**src/rtl/gate_net_pipe.sv**
```systemverilog
// gate_net_pipe: WIDTH-lane pipelined evaluation of the six-input gate netlist
//   t1 = ~(a & b), t2 = c & ~b & d, t3 = ~(e | f), y = mode ? (t1&t2&t3) : ~(t1&t2&t3)
// Stage 1 registers t1/t2/t3 and mode, stage 2 registers y, later stages delay y.
// Valid/ready flow control collapses bubbles; ready is a combinational chain
// from out_ready_i back to in_ready_o. A saturating counter accumulates the
// number of set y bits over every transferred output beat.
module gate_net_pipe #(
    parameter int unsigned WIDTH  = 8,
    parameter int unsigned STAGES = 2,
    parameter int unsigned CNT_W  = 16
) (
    input  logic             clk,
    input  logic             rst_n,
    input  logic             in_valid_i,
    output logic             in_ready_o,
    input  logic [WIDTH-1:0] a_i,
    input  logic [WIDTH-1:0] b_i,
    input  logic [WIDTH-1:0] c_i,
    input  logic [WIDTH-1:0] d_i,
    input  logic [WIDTH-1:0] e_i,
    input  logic [WIDTH-1:0] f_i,
    input  logic             mode_i,
    output logic             out_valid_o,
    input  logic             out_ready_i,
    output logic [WIDTH-1:0] y_o,
    input  logic             clr_count_i,
    output logic [CNT_W-1:0] hit_count_o
);

    // Popcount width at full precision, and a sum wide enough to never wrap.
    localparam int unsigned PcW     = $clog2(WIDTH + 1);
    localparam int unsigned SumW    = ((CNT_W > PcW) ? CNT_W : PcW) + 1;
    // Number of stages that hold y (stage 2 .. STAGES).
    localparam int unsigned YStages = STAGES - 1;
    localparam logic [CNT_W-1:0] CntMax = '1;

    // Per-stage valid flags; bit 0 is stage 1, bit STAGES-1 is the output stage.
    logic [STAGES-1:0] v_q;
    logic [STAGES-1:0] v_d;
    // rdy[k]: stage k can take a new beat this cycle.
    logic [STAGES-1:0] rdy;

    // Stage 1 data.
    logic [WIDTH-1:0] t1_q, t1_d;
    logic [WIDTH-1:0] t2_q, t2_d;
    logic [WIDTH-1:0] t3_q, t3_d;
    logic             mode_q, mode_d;
    logic             s1_load;

    // Stage 2 .. STAGES data; index 0 is stage 2.
    logic [WIDTH-1:0] y_q [YStages];
    logic [WIDTH-1:0] y_d [YStages];
    logic [YStages-1:0] y_load;
    logic [WIDTH-1:0] y_new;

    // Hit counter.
    logic [CNT_W-1:0] cnt_q, cnt_d;
    logic [PcW-1:0]   pc;
    logic [SumW-1:0]  sum;
    logic             out_xfer;

    // Ready chain: a stage is ready when empty or when the stage after it is ready.
    always_comb begin
        logic r;
        r = out_ready_i;
        rdy = '0;
        for (int k = STAGES - 1; k >= 0; k--) begin
            r = ~v_q[k] | r;
            rdy[k] = r;
        end
    end

    assign in_ready_o  = rdy[0];
    assign out_valid_o = v_q[STAGES-1];
    assign y_o         = y_q[YStages-1];
    assign hit_count_o = cnt_q;

    // Valid flags move forward whenever the receiving stage is ready.
    always_comb begin
        v_d = v_q;
        if (rdy[0]) begin
            v_d[0] = in_valid_i;
        end
        for (int k = 1; k < STAGES; k++) begin
            if (rdy[k]) begin
                v_d[k] = v_q[k-1];
            end
        end
    end

    // Stage 1 captures the three intermediate terms and the beat's mode.
    always_comb begin
        s1_load = rdy[0] & in_valid_i;
        t1_d    = t1_q;
        t2_d    = t2_q;
        t3_d    = t3_q;
        mode_d  = mode_q;
        if (s1_load) begin
            t1_d   = ~(a_i & b_i);
            t2_d   = c_i & ~b_i & d_i;
            t3_d   = ~(e_i | f_i);
            mode_d = mode_i;
        end
    end

    // Final gate uses the mode that travelled with the beat, not the live input.
    always_comb begin
        if (mode_q) begin
            y_new = t1_q & t2_q & t3_q;
        end else begin
            y_new = ~(t1_q & t2_q & t3_q);
        end
    end

    // y stages load only when the upstream slot holds a beat; otherwise hold.
    always_comb begin
        y_load    = '0;
        y_load[0] = rdy[1] & v_q[0];
        y_d[0]    = y_load[0] ? y_new : y_q[0];
        for (int j = 1; j < YStages; j++) begin
            y_load[j] = rdy[j+1] & v_q[j];
            y_d[j]    = y_load[j] ? y_q[j-1] : y_q[j];
        end
    end

    // Popcount of the presented output beat, kept at full precision.
    always_comb begin
        pc = '0;
        for (int i = 0; i < WIDTH; i++) begin
            pc = pc + PcW'(y_o[i]);
        end
    end

    // Saturating accumulate on output transfer; clear wins over a coincident transfer.
    always_comb begin
        out_xfer = v_q[STAGES-1] & out_ready_i;
        sum      = SumW'(cnt_q) + SumW'(pc);
        cnt_d    = cnt_q;
        if (clr_count_i) begin
            cnt_d = '0;
        end else if (out_xfer) begin
            if (sum > SumW'(CntMax)) begin
                cnt_d = CntMax;
            end else begin
                cnt_d = sum[CNT_W-1:0];
            end
        end
    end

    // State registers; reset drops every in-flight beat and clears outputs.
    always_ff @(posedge clk or negedge rst_n) begin
        if (!rst_n) begin
            v_q    <= '0;
            t1_q   <= '0;
            t2_q   <= '0;
            t3_q   <= '0;
            mode_q <= 1'b0;
            cnt_q  <= '0;
            for (int j = 0; j < YStages; j++) begin
                y_q[j] <= '0;
            end
        end else begin
            v_q    <= v_d;
            t1_q   <= t1_d;
            t2_q   <= t2_d;
            t3_q   <= t3_d;
            mode_q <= mode_d;
            cnt_q  <= cnt_d;
            for (int j = 0; j < YStages; j++) begin
                y_q[j] <= y_d[j];
            end
        end
    end

endmodule

```
**config.mk**
```make
export PLATFORM = sky130hd
export DESIGN_NAME = gate_net_pipe
export DESIGN_NICKNAME = d
export VERILOG_FILES = /design/src/rtl/gate_net_pipe.sv
export SDC_FILE = /design/constraint.sdc
export NUM_CORES = 1
export LEC_CHECK = 0
export BUFFER_PORTS_ARGS = -buffer_cell sky130_fd_sc_hd__buf_2
export CORE_MARGIN = 5
export CORE_UTILIZATION = 42
export DETAILED_ROUTE_END_ITERATION = 7
export PLACE_DENSITY_LB_ADDON = 0.3
export SKIP_LAST_GASP = 1
export SLEW_MARGIN = 25
export SYNTH_ARGS = -nofsm -noshare
export SYNTH_HDL_FRONTEND = slang
export SYNTH_SLANG_ARGS = --single-unit
```
**constraint.sdc**
```tcl
create_clock -name clk -period 3.6 [get_ports clk]
set_input_delay 0.54 -clock clk [delete_from_list [all_inputs] [get_ports clk]]
set_output_delay 0.54 -clock clk [all_outputs]
set_load 0.05 [all_outputs]
```
; ---- Word level (Yosys, flattened, before mapping)
; Index checks and enable logic that the tools add are counted.
; Widths: inputs -> output; s select.
[word_totals]
register_bits = 51
latch_bits = 0
ram_bits = 0
rom_bits = 0
inputBits = 54
output_inout_bits = 26
word_cells = 39
n_memories = 0
[op_classes]
n_addsub = 8
n_mul = 0
n_div = 0
magnitude_cmp = 1
eq_ne = 0
shifts = 0
mux = 4
n_bitwise = 17
reduce_logical = 1
[ops]
columns = op, count
row1 = $mux 16, 3
row2 = $and 8x8->8, 5
row3 = $not 8->8, 4
row4 = $add 16x4->17, 1
row5 = $gt 17x16->1 const B, 1
row6 = $add 4x1->4, 4
row7 = $mux 8, 1
row8 = $or 8x8->8, 1
row9 = $add 3x1->4, 1
row10 = $add 2x1->3, 1
row11 = $and 1x1->1, 3
row12 = $add 1x1->2, 1
row13 = $not 1->1, 2
row14 = $or 1x1->1, 2
row15 = $reduce_bool 2->1, 1

; ---- Logic depth before layout (Yosys ltp)
; Gate-level depths: netlist of run 1.
[depth]
depth_word = 12
ltp_mapped = 13
depth_no_buf = 12

; ---- Worst setup path before layout of run 1
; No wires, ideal clock.
[synth_path]
kind = flip-flop to flip-flop
startpoint = register y_q, in the netlist y_o[0]
endpoint = register cnt_q[13], in the netlist hit_count_o[13]
setup_time_ns = 0.081
arrival_time_ns = 4.071
required_time_ns = 3.519
path_slack_ns = -0.552
path_stages_with_launch = 14
n_path_buf = 1
synth_period_minus_slack_ns = 4.152
path_cell_list = dfrtp_1 > fa_1 > inv_1 > fa_1 > fa_1 > fa_1 > inv_1 > fa_1 > a211oi_1 > or3_4 > or3_4 > buf_6 > and3_1 > nor3_2
[synth_between]
elab_chain_len = 12
[synth_lines]
columns = element, line_no
row1 = from (decl), 51  ; logic [WIDTH-1:0] y_q [YStages];
row2 = "from (signal, indexed assignment)", 170  ; y_q[j] <= y_d[j];
row3 = $add 1x1->2 *, 130  ; pc = pc + PcW'(y_o[i]);
row4 = $add 2x1->3 *, 130
row5 = $add 3x1->4 *, 130
row6 = $add 4x1->4 * (4 in a row), 130
row7 = $add 16x4->17 *, 137  ; sum = SumW'(cnt_q) + SumW'(pc);
row8 = $gt 17x16->1, 142  ; if (sum > SumW'(CntMax)) begin
row9 = $mux 16 *, 142
row10 = $mux 16 *, 141  ; end else if (out_xfer) begin
row11 = $mux 16 *, 139  ; if (clr_count_i) begin
row12 = to (signal assigned), 168  ; cnt_q <= cnt_d;
row13 = to (decl), 57  ; logic [CNT_W-1:0] cnt_q, cnt_d;
; Mark *: on every way between the ends. The rest lies on a longest branch, timed or not. The select of a mux whose other input is x is not followed.
; A chain may end at the register's enable or synchronous reset.

; ---- Final worst setup path of run 1
[layout_path]
startpoint = register y_q, in the netlist y_o[0]
endpoint = register cnt_q[11], in the netlist hit_count_o[11]
; Same word-level chain as after synthesis.

==> results.toml, run 1 <==
[global_routing]
grt_pass1_wl_um = 9870
grt_start_max_net_pins = 35
antenna_found_initial = 0
overflow = 0
grt_pass1_vias = 2131
grtUsageTotal = 0.161

[floorplanning]
pin_count = 80
die_h_um = 88.0
core_area_um2 = 5920
start_util = 0.432
row_count = 28
fp.dieW_um = 88.0
dieArea_um2 = 7750

[finish]
nets = 410
area_delta_synth_final_pct = 28.4
fillers = 548
fin_util = 0.555
stdcell_count = 421
regArea_um2 = 1280
n_antenna_cell = 0
drive_above_1_share = 0.353
multi_input_area_um2 = 1260

[clock_tree]
htree_levels = 2
clockRootBuffer = "clkbuf_8"
clock_sinks = 51
postCtsHoldBufs = 0
cts_buffers = 5
cts_buffer_depth = 2
cts_tree = "built"
cts.clk_slew.worst_paths_ns = 0.10
clk_latency_ns = 0.30

[setup_path]
path_class = "reg2reg"
critPathCaptureType = "flop"
startpoint_type = "flop"
path_max_fanout = 6
crit_required_ns = 3.84
arrival_ns = 4.10

[drt]
first_pass_iters = 4
drc = 0
drtIter0Drc = 62
wl_um = 5890
num_vias = 2184
postRouteAntennaNets = 0
wl_per_cell_um = 14.0
avgViaCountPerCell = 5.19

[timing]
finalMaxSlewViolations = 0
max_slew_margin = 0.503
setup_ws_ns = -0.260
hold_violations = 0
clock.fmax_ghz = 0.259
fin_crit_sh = 1.07
min_period_ns = 3.86
worstMarginPinSlew_ns = 0.745
clock_skew_ns = 0.00844
rsz0062_at_grt = "yes"
setup_viol = 12

[yosys]
ys.warnings.count = 0
synth_ff_type = "dfrtp_1"
synth.distinct_cells = 38
synth_edf_count = 0
syn_nets = 320
ys_ff_latch = 51
avgSynthCellArea_um2 = 10.0
syn_area_um2 = 2560
synth-seq-area-share = 0.499
synthCells = 255
async_flop_share = 1.00

[power]
vdd_ir_drop_max_mv = 0.425
pwr_density_cell_nw_per_um2 = 635
p_leak_nw = 1.58

[job]
max_cap_viol_count = 0

[placement]
gp_congestion = 0.884
io_buffers = 79
dp_hpwl_um = 4370
post-place-cells = 406

[status]
outcome = "finished with violations"
violations = "setup timing"

[worst_hold_path]
hold_class = "in2async"
-- cells in the mapped netlist, types with 2 or more instances --
cell type / n / area, um2
and3_1: 3 / 18.8
nand2b_1: 3 / 18.8
a311oi_2: 4 / 60.1
inv_1: 11 / 41.3
ha_1: 6 / 75.1
a21oi_1: 5 / 25.0
o21bai_1: 3 / 22.5
o21ai_0: 10 / 50.1
a31oi_1: 13 / 81.3
and2_1: 2 / 12.5
xnor2_1: 9 / 78.8
a41o_1: 2 / 20.0
nor3_1: 7 / 35.0
nor2_1: 19 / 71.3
nand2_1: 41 / 154
clkbuf_1: 9 / 33.8
a211oi_1: 5 / 37.5
o31ai_1: 16 / 120
or3_4: 2 / 22.5
a21o_1: 3 / 22.5
nand3_1: 10 / 50.1
dfrtp_1: 51 / 1280
and4_1: 2 / 17.5
fa_1: 5 / 100
-- metal layers --
layer  vias up  routed length [um]  share of wire  track usage
li1       1088                   -              -            -
met1      1021                2650           0.45        0.219
met2        66                2700           0.46        0.253
met3         9                 463          0.079       0.0414
met4         0                  74          0.013       0.0481
met5         -                   0              0            0
-- final timing paths --
| check | from | cells after the start | end | slack, ns |
|---|---|---|---|---|
| worst max-delay path | y_o[0] | 12 | hit_count_o[11] | -0.26 |
| worst min-delay path | rst_n | 1 | y_o[4] | 0.29 |
| worst max register to register | y_o[0] | 12 | hit_count_o[11] | -0.26 |
| worst min register to register | t2_q[4] | 2 | t2_q[4] | 0.49 |
| max in group asynchronous | rst_n | 2 | t2_q[1] | 2.59 |
| min in group clk | f_i[4] | 2 | t3_q[4] | 0.40 |
-- state kept, by name, indices dropped and copies added (netlist names) --
name / count
hit_count_o: 16
t1_q: 8
t2_q: 8
t3_q: 8
y_o: 8
v_q: 2
mode_q: 1
-- kinds of logic (layout without fill, tap and decap cells) --
family / after synthesis / count (layout) / synth area share
and+or+nand+nor: 97 / 98 / 0.182
DFF: 51 / 51 / 0.499
adders and majority gates: 11 / 11 / 0.0685
buffers and inverters: 22 / 112 / 0.0352
xor gates and xnor gates: 10 / 10 / 0.0343
AOI/OAI and AO/OA: 64 / 64 / 0.181
-- metrics by stage --
stage	power, mW	TNS, ns	cell area, um2	setup WS, ns	hold WS, ns
after global routing	2.24	-3.58	3280	-0.374	0.364
after global placement	1.56	-2.95	3080	-0.283	0.467
after floorplan	1.33	-4.23	2570	-0.404	0.244
after detailed placement	1.57	-3.68	3080	-0.332	0.474
after CTS	2.03	-2.76	3230	-0.295	0.316
final	2.08	-2.05	3280	-0.260	0.294
-- where the power goes --
part | internal [mW] | switching (mW) | total [mW]
registers | 0.642 | 0.0552 | 0.697
clock network | 0.210 | 0.193 | 0.404
logic | 0.430 | 0.553 | 0.983
total | 1.28 | 0.802 | 2.08
-- layout by cell type, fill, tap and decap left out, drive strengths merged --
master and instances:
a41o 2, nand4 1, nor4bb 1, nor2 19, o21a 1, and2 2
o21bai 3, xnor2 9, o31ai 16, and3 3, a21o 3, a211oi 5
a21oi 5, nand2 41, xor2 1, or3 4, a311oi 4, ha 6
nand3b 1, a31oi 13, fa 5, and4b 1, and4 2, bufinv 1
dfrtp 51, clkbuf 6, buf 93, nand2b 3, nor3b 1, o21ai 10
inv 12, nor2b 1, a41oi 1, nand3 10, nor3 8, o211ai 1
-- worst max-delay path: stages (launching register included) --
cell and delay, ns:
dfrtp_2 0.43, fa_1 0.53, inv_1 0.05, fa_1 0.49
fa_1 0.43, fa_2 0.37, inv_2 0.08, fa_2 0.23
a211oi_4 0.07, or3_4 0.35, or3_4 0.46, a41o_1 0.26
nor2_1 0.08
-- repair_timing --
item | 4_1_cts | 5_1_grt
gates cloned | 1 | 0
setup endpoints to repair | 16 | 16
setup buffers | 3 | 5
resized for setup | 5 | 3
pin swaps | 17 | 12
-- cell type report --
cell class	instances	share of cell area
repair buffers	93	0.152
clock inverters	2	0.0118
inverters	11	0.0126
flip-flops and latches	51	0.390
clock buffers	6	0.0221
well taps	75	0.0286
multi-input cells	183	0.383
No activity file was read; power rests on OpenSTA's default activity.
==> inputs of run 2 (changes only) <==
Clock period 3.6 ns to 3.2 ns, I/O delays scaled along.
==> run 2 against run 1 <==
The flow still finishes with violations (setup timing). Combinational power is 8% higher. Total power is 9.7% higher. Critical path depth stayed put. Non-clock buffer count stayed put. Sequential cell count stayed put. Worst setup slack worse by 0.42 ns. Sequential share of layout area is 0.44 points lower. Register-to-register slack worse by 0.42 ns. Clock power is 10% higher. Largest power group unchanged.
==> results.toml, run 2 (synthesized netlist as in run 1, its figures left out) <==
[status]
outcome = "finished with violations"
violations = "setup timing"

[finish]
stdcell_count = 421
drive_above_1_share = 0.370
layout_commonest_cell = "buf_2"
area_delta_synth_final_pct = 29.9
n_antenna_cell = 0
largest_register_ffs = 16
final_cell_mix = "79 x buf_2, 48 x dfrtp_1, 40 x nand2_1, 19 x nor2_1, 16 x o31ai_1"
nets = 410

[floorplanning]
start_util = 0.432
die_h_um = 88.0
core_area_um2 = 5920
row_count = 28
fp.dieW_um = 88.0
dieArea_um2 = 7750
pin_count = 80

[drt]
drc = 0
wl_met3_um = 475
drtIter0Drc = 57
route.met2.wl_um = 2750
num_vias = 2168
wl_um = 5890
first_pass_iters = 4
avgViaCountPerCell = 5.15
postRouteAntennaNets = 0
top_layer_used = "met4"
wl_met1_um = 2600
wl_per_cell_um = 14.0

[timing]
setup-tns-final_ns = -8.40
rsz0062_at_grt = "yes"
max_slew_margin = 0.509
hold_slack_ns = 0.230
worstMarginPinSlew_ns = 0.737
setup_ws_ns = -0.677
min_period_ns = 3.88
finalMaxSlewViolations = 0
hold_violations = 0
clock_skew_ns = 0.0128
clock.fmax_ghz = 0.258
setup_viol = 16
fin_crit_sh = 1.21

[job]
max_cap_viol_count = 0

[setup_path]
arrival_ns = 4.11
reg2regPathDepth = 12
path_max_fanout = 6
crit_required_ns = 3.44
endpoint = "hit_count_o[13]"
startpoint_type = "flop"
rr_endpoint = "hit_count_o[13]"
path_class = "reg2reg"
startpoint = "y_o[0]"
ff2ff_setup_slack_ns = -0.68
timing.rr.start = "y_o[0]"
critical_path.cell_chain = "fa_1 -> inv_1 -> fa_1 -> fa_1 -> fa_2 -> inv_2 -> fa_2 -> a211oi_2 -> or3_4 -> or3_4 -> and3_4 -> nor3_2"
critPathMaxStageDelay_ns = 0.54
crit_top_cell = "fa_1"
cp_slowest_cell = "fa_1"
critPathCaptureType = "flop"

[power]
switching_share = 0.387
pwr_density_cell_nw_per_um2 = 689
total_power_mw = 2.29
clockPowerShare = 0.195
p_leak_nw = 1.59
vdd_ir_drop_max_mv = 0.518
p_comb_frac = 0.463
p_switching_mw = 0.884
power_frac_seq = 0.342
cell_internal_pwr_mw = 1.40

[clock_tree]
htree_levels = 2
postCtsHoldBufs = 0
cts_buffer_depth = 2
clockRootBuffer = "clkbuf_8"
clk_latency_ns = 0.30
cts.clk_slew.worst_paths_ns = 0.10
cts_buffers = 5
cts_tree = "built"
clock_sinks = 51

[worst_hold_path]
hold_class = "in2async"

[global_routing]
grt_pass1_vias = 2150
grtUsageTotal = 0.161
grt_start_max_net_pins = 34
grt_pass1_wl_um = 9810
overflow = 0
antenna_found_initial = 0

[placement]
dp_hpwl_um = 4350
place_ws_ns = -0.771
gp_congestion = 0.881
io_buffers = 79
post-place-cells = 409
==> run 2: stage by stage <==
step | utilization | cell area, um2
6_report | 0.561 | 3320
5_1_grt | 0.561 | 3320
4_1_cts | 0.554 | 3280
3_5_place_dp | 0.523 | 3100
3_3_place_gp | 0.523 | 3100
2_1_floorplan | - | 2570
==> run 2: critical path: cells and delay by family (launching register included) <==
kind	cells	cell delay, ns
AO/OA/AOI/OAI	1	0.08
AND/OR/NAND/NOR	4	1.16
buffers and inverters	2	0.12
adder cells (fa/ha/maj)	5	2.03
flip-flops	1	0.43
==> run 2: timing repair <==
item,4_1_cts,5_1_grt
cloned,1,0
setup endpoints to repair,16,16
gates resized for setup,8,6
buffers inserted,3,1
pin swaps,13,3
==> run 2: worst min-delay path by stage <==
stage | from | slack [ns] | endpoint | depth (start not counted)
2_1_floorplan | rst_n | 0.18 | hit_count_o[0] | 0
3_3_place_gp | t2_q[3] | 0.46 | t2_q[3] | 2
3_5_place_dp | t2_q[5] | 0.47 | t2_q[5] | 2
4_1_cts | rst_n | 0.26 | hit_count_o[4] | 1
5_1_grt | rst_n | 0.29 | hit_count_o[3] | 1
6_report | rst_n | 0.23 | hit_count_o[4] | 1
==> run 2: power groups by stage <==
stage	logic, mW	clock network (mW)	registers, mW
floorplan	0.557	0	0.939
global placement	0.957	0	0.793
detailed placement	0.995	0	0.797
CTS	1.06	0.463	0.784
global route	1.16	0.480	0.796
finish	1.06	0.446	0.782
==> run 2: cell type report <==
class                           count  area, um2
Clock inverter                      3       43.8
Fill cell                         525       2600
Timing Repair Buffer               93        500
Sequential cell                    51       1280
Multi-Input combinational cell    183       1290
Inverter                           11       41.3
Tap cell                           75       93.8
Clock buffer                        5       68.8
==> run 2: layer usage <==
metal / global-route usage / vias up
met5: 0 / -
met4: 0.0385 / 0
met3: 0.0499 / 6
met2: 0.263 / 69
met1: 0.211 / 997
li1: - / 1096
==> inputs of run 3 (changes only) <==
Settings changed: CORE_UTILIZATION 42 to 46, SLEW_MARGIN 25 to unset.
==> run 3 against run 2 <==
The run still ends with setup timing left. Worst hold slack got worse by 0.014 ns. Cell area rose by 0.41%. Via count rose by 2.6%. Utilization rose by 5.2 points. Sequential cell count did not move. Global-route usage rose by 1.6 points. Die area fell by 7.7%. Clock power rose by 8.3%. Clock-buffer cell count rose by 1.
==> results.toml, run 3 (synthesized netlist as in run 1, its figures left out) <==
[job]
max_cap_viol_count = 0

[drt]
wl_um = 5960
num_vias = 2224
top_layer_used = "met4"
route.met2.wl_um = 2870
wl_per_cell_um = 14.2
postRouteAntennaNets = 0
drtIter0Drc = 53
drc = 0
wl_met3_um = 468
first_pass_iters = 4
wl_met1_um = 2540
avgViaCountPerCell = 5.30

[global_routing]
overflow = 0
grtUsageTotal = 0.177
grt_pass1_vias = 2258
antenna_found_initial = 0
grt_start_max_net_pins = 34
grt_pass1_wl_um = 10300

[status]
violations = "setup timing"
outcome = "finished with violations"

[setup_path]
path_class = "reg2reg"
crit_required_ns = 3.43
path_max_fanout = 6
startpoint_type = "flop"
timing.rr.start = "y_o[0]"
arrival_ns = 4.11
startpoint = "y_o[0]"
critPathCaptureType = "flop"

[placement]
place_ws_ns = -0.723
dp_hpwl_um = 4440
placed_cell_area_um2 = 3120
gp_congestion = 0.853
io_buffers = 79

[power]
pwr_density_cell_nw_per_um2 = 694
p_switching_mw = 0.893
p_leak_nw = 1.60
p_comb_frac = 0.452
power_frac_seq = 0.339
clockPowerShare = 0.209
vdd_ir_drop_max_mv = 0.422
cell_internal_pwr_mw = 1.42
switching_share = 0.386

[floorplanning]
core_area_um2 = 5440
row_count = 27
dieArea_um2 = 7150
fp.dieW_um = 84.5
pin_count = 80
start_util = 0.470
die_h_um = 84.5

[finish]
final_cell_mix = "79 x buf_2, 48 x dfrtp_1, 41 x nand2_1, 19 x nor2_1, 16 x o31ai_1"
drive_above_1_share = 0.368
area_delta_synth_final_pct = 30.4
fillers = 485
n_antenna_cell = 0
fin_util = 0.613
largest_register_ffs = 16
fin_area_um2 = 3330
regArea_um2 = 1280
nets = 412
multi_input_area_um2 = 1280
layout_commonest_cell = "buf_2"

[timing]
hold_slack_ns = 0.216
worstMarginPinSlew_ns = 1.01
min_period_ns = 3.88
clock.fmax_ghz = 0.258
clock_skew_ns = 0.00701
fin_crit_sh = 1.21
finalMaxSlewViolations = 0
max_slew_margin = 0.324
rsz0062_at_grt = "yes"
setup_ws_ns = -0.676
setup_viol = 16
hold_violations = 0

[clock_tree]
cts_tree = "built"
cts.clk_slew.worst_paths_ns = 0.09
clock_sinks = 51
clk_latency_ns = 0.31
htree_levels = 2
postCtsHoldBufs = 0
clockRootBuffer = "clkbuf_8"
cts_buffers = 5
cts_buffer_depth = 2

[worst_hold_path]
hold_class = "in2async"
==> run 3: changes by cell type in the layout (fill, tap and decap cells not counted) <==
cell and delta:
nor3_1 +1, clkinv_2 -1, clkinv_4 -1, nand2_2 -1, nor3_4 -1, inv_6 +1
nand2_1 +1, buf_6 +2, clkbuf_8 +1
==> run 3: critical path, cell delays in order (launching register included) <==
cell	delay (ns)
dfrtp_2	0.42
fa_1	0.53
inv_1	0.05
fa_1	0.50
fa_1	0.44
fa_2	0.36
inv_2	0.08
fa_2	0.21
a211oi_2	0.08
or3_4	0.39
or3_4	0.43
and3_1	0.21
nor3_2	0.11
==> run 3: worst paths after layout <==
check | endpoint | slack (ns) | cells past startpoint
hold / removal | y_o[5] | 0.22 | 1
hold reg to reg | t2_q[5] | 0.49 | 2
max in group asynchronous | v_q[1] | 2.25 | 2
min in group clk | t3_q[7] | 0.33 | 2
setup reg to reg | hit_count_o[13] | -0.68 | 12
setup / recovery | hit_count_o[13] | -0.68 | 12
==> run 3: per-stage QoR <==
step	TNS (ns)	total power [mW]	cells
finish	-9.10	2.31	420
global route	-11.50	2.49	420
CTS	-8.70	2.32	419
detailed placement	-10.01	1.83	409
global placement	-8.87	1.79	409
floorplan	-10.38	1.50	255
==> run 3: what timing repair did <==
| item | CTS | global route |
|---|---|---|
| buffers inserted | 2 | 1 |
| resized for setup | 6 | 7 |
| pin swaps | 9 | 5 |
| endpoints found under the setup margin | 16 | 16 |
| cloned | 1 | 0 |
==> run 3: cell type report <==
cell class                 instances  area share
inverter                          11      0.0124
tap                               72      0.0270
multi-input combinational        183       0.383
timing repair buffer              95       0.157
clock inverter                     2      0.0116
clock buffer                       6      0.0248
sequential                        51       0.384
==> run 3: routing by layer <==
| metal | up-vias | GRT usage |
|---|---|---|
| met2 | 82 | 0.290 |
| li1 | 1091 | - |
| met4 | 0 | 0.0518 |
| met5 | - | 0 |
| met3 | 8 | 0.0550 |
| met1 | 1043 | 0.225 |
==> run 3: power by group through the flow <==
| stage | clock network [mW] | registers, mW | logic [mW] |
|---|---|---|---|
| floorplan | 0 | 0.939 | 0.557 |
| global placement | 0 | 0.795 | 0.999 |
| detailed placement | 0 | 0.799 | 1.04 |
| CTS | 0.491 | 0.785 | 1.05 |
| global route | 0.518 | 0.796 | 1.18 |
| finish | 0.483 | 0.784 | 1.05 |
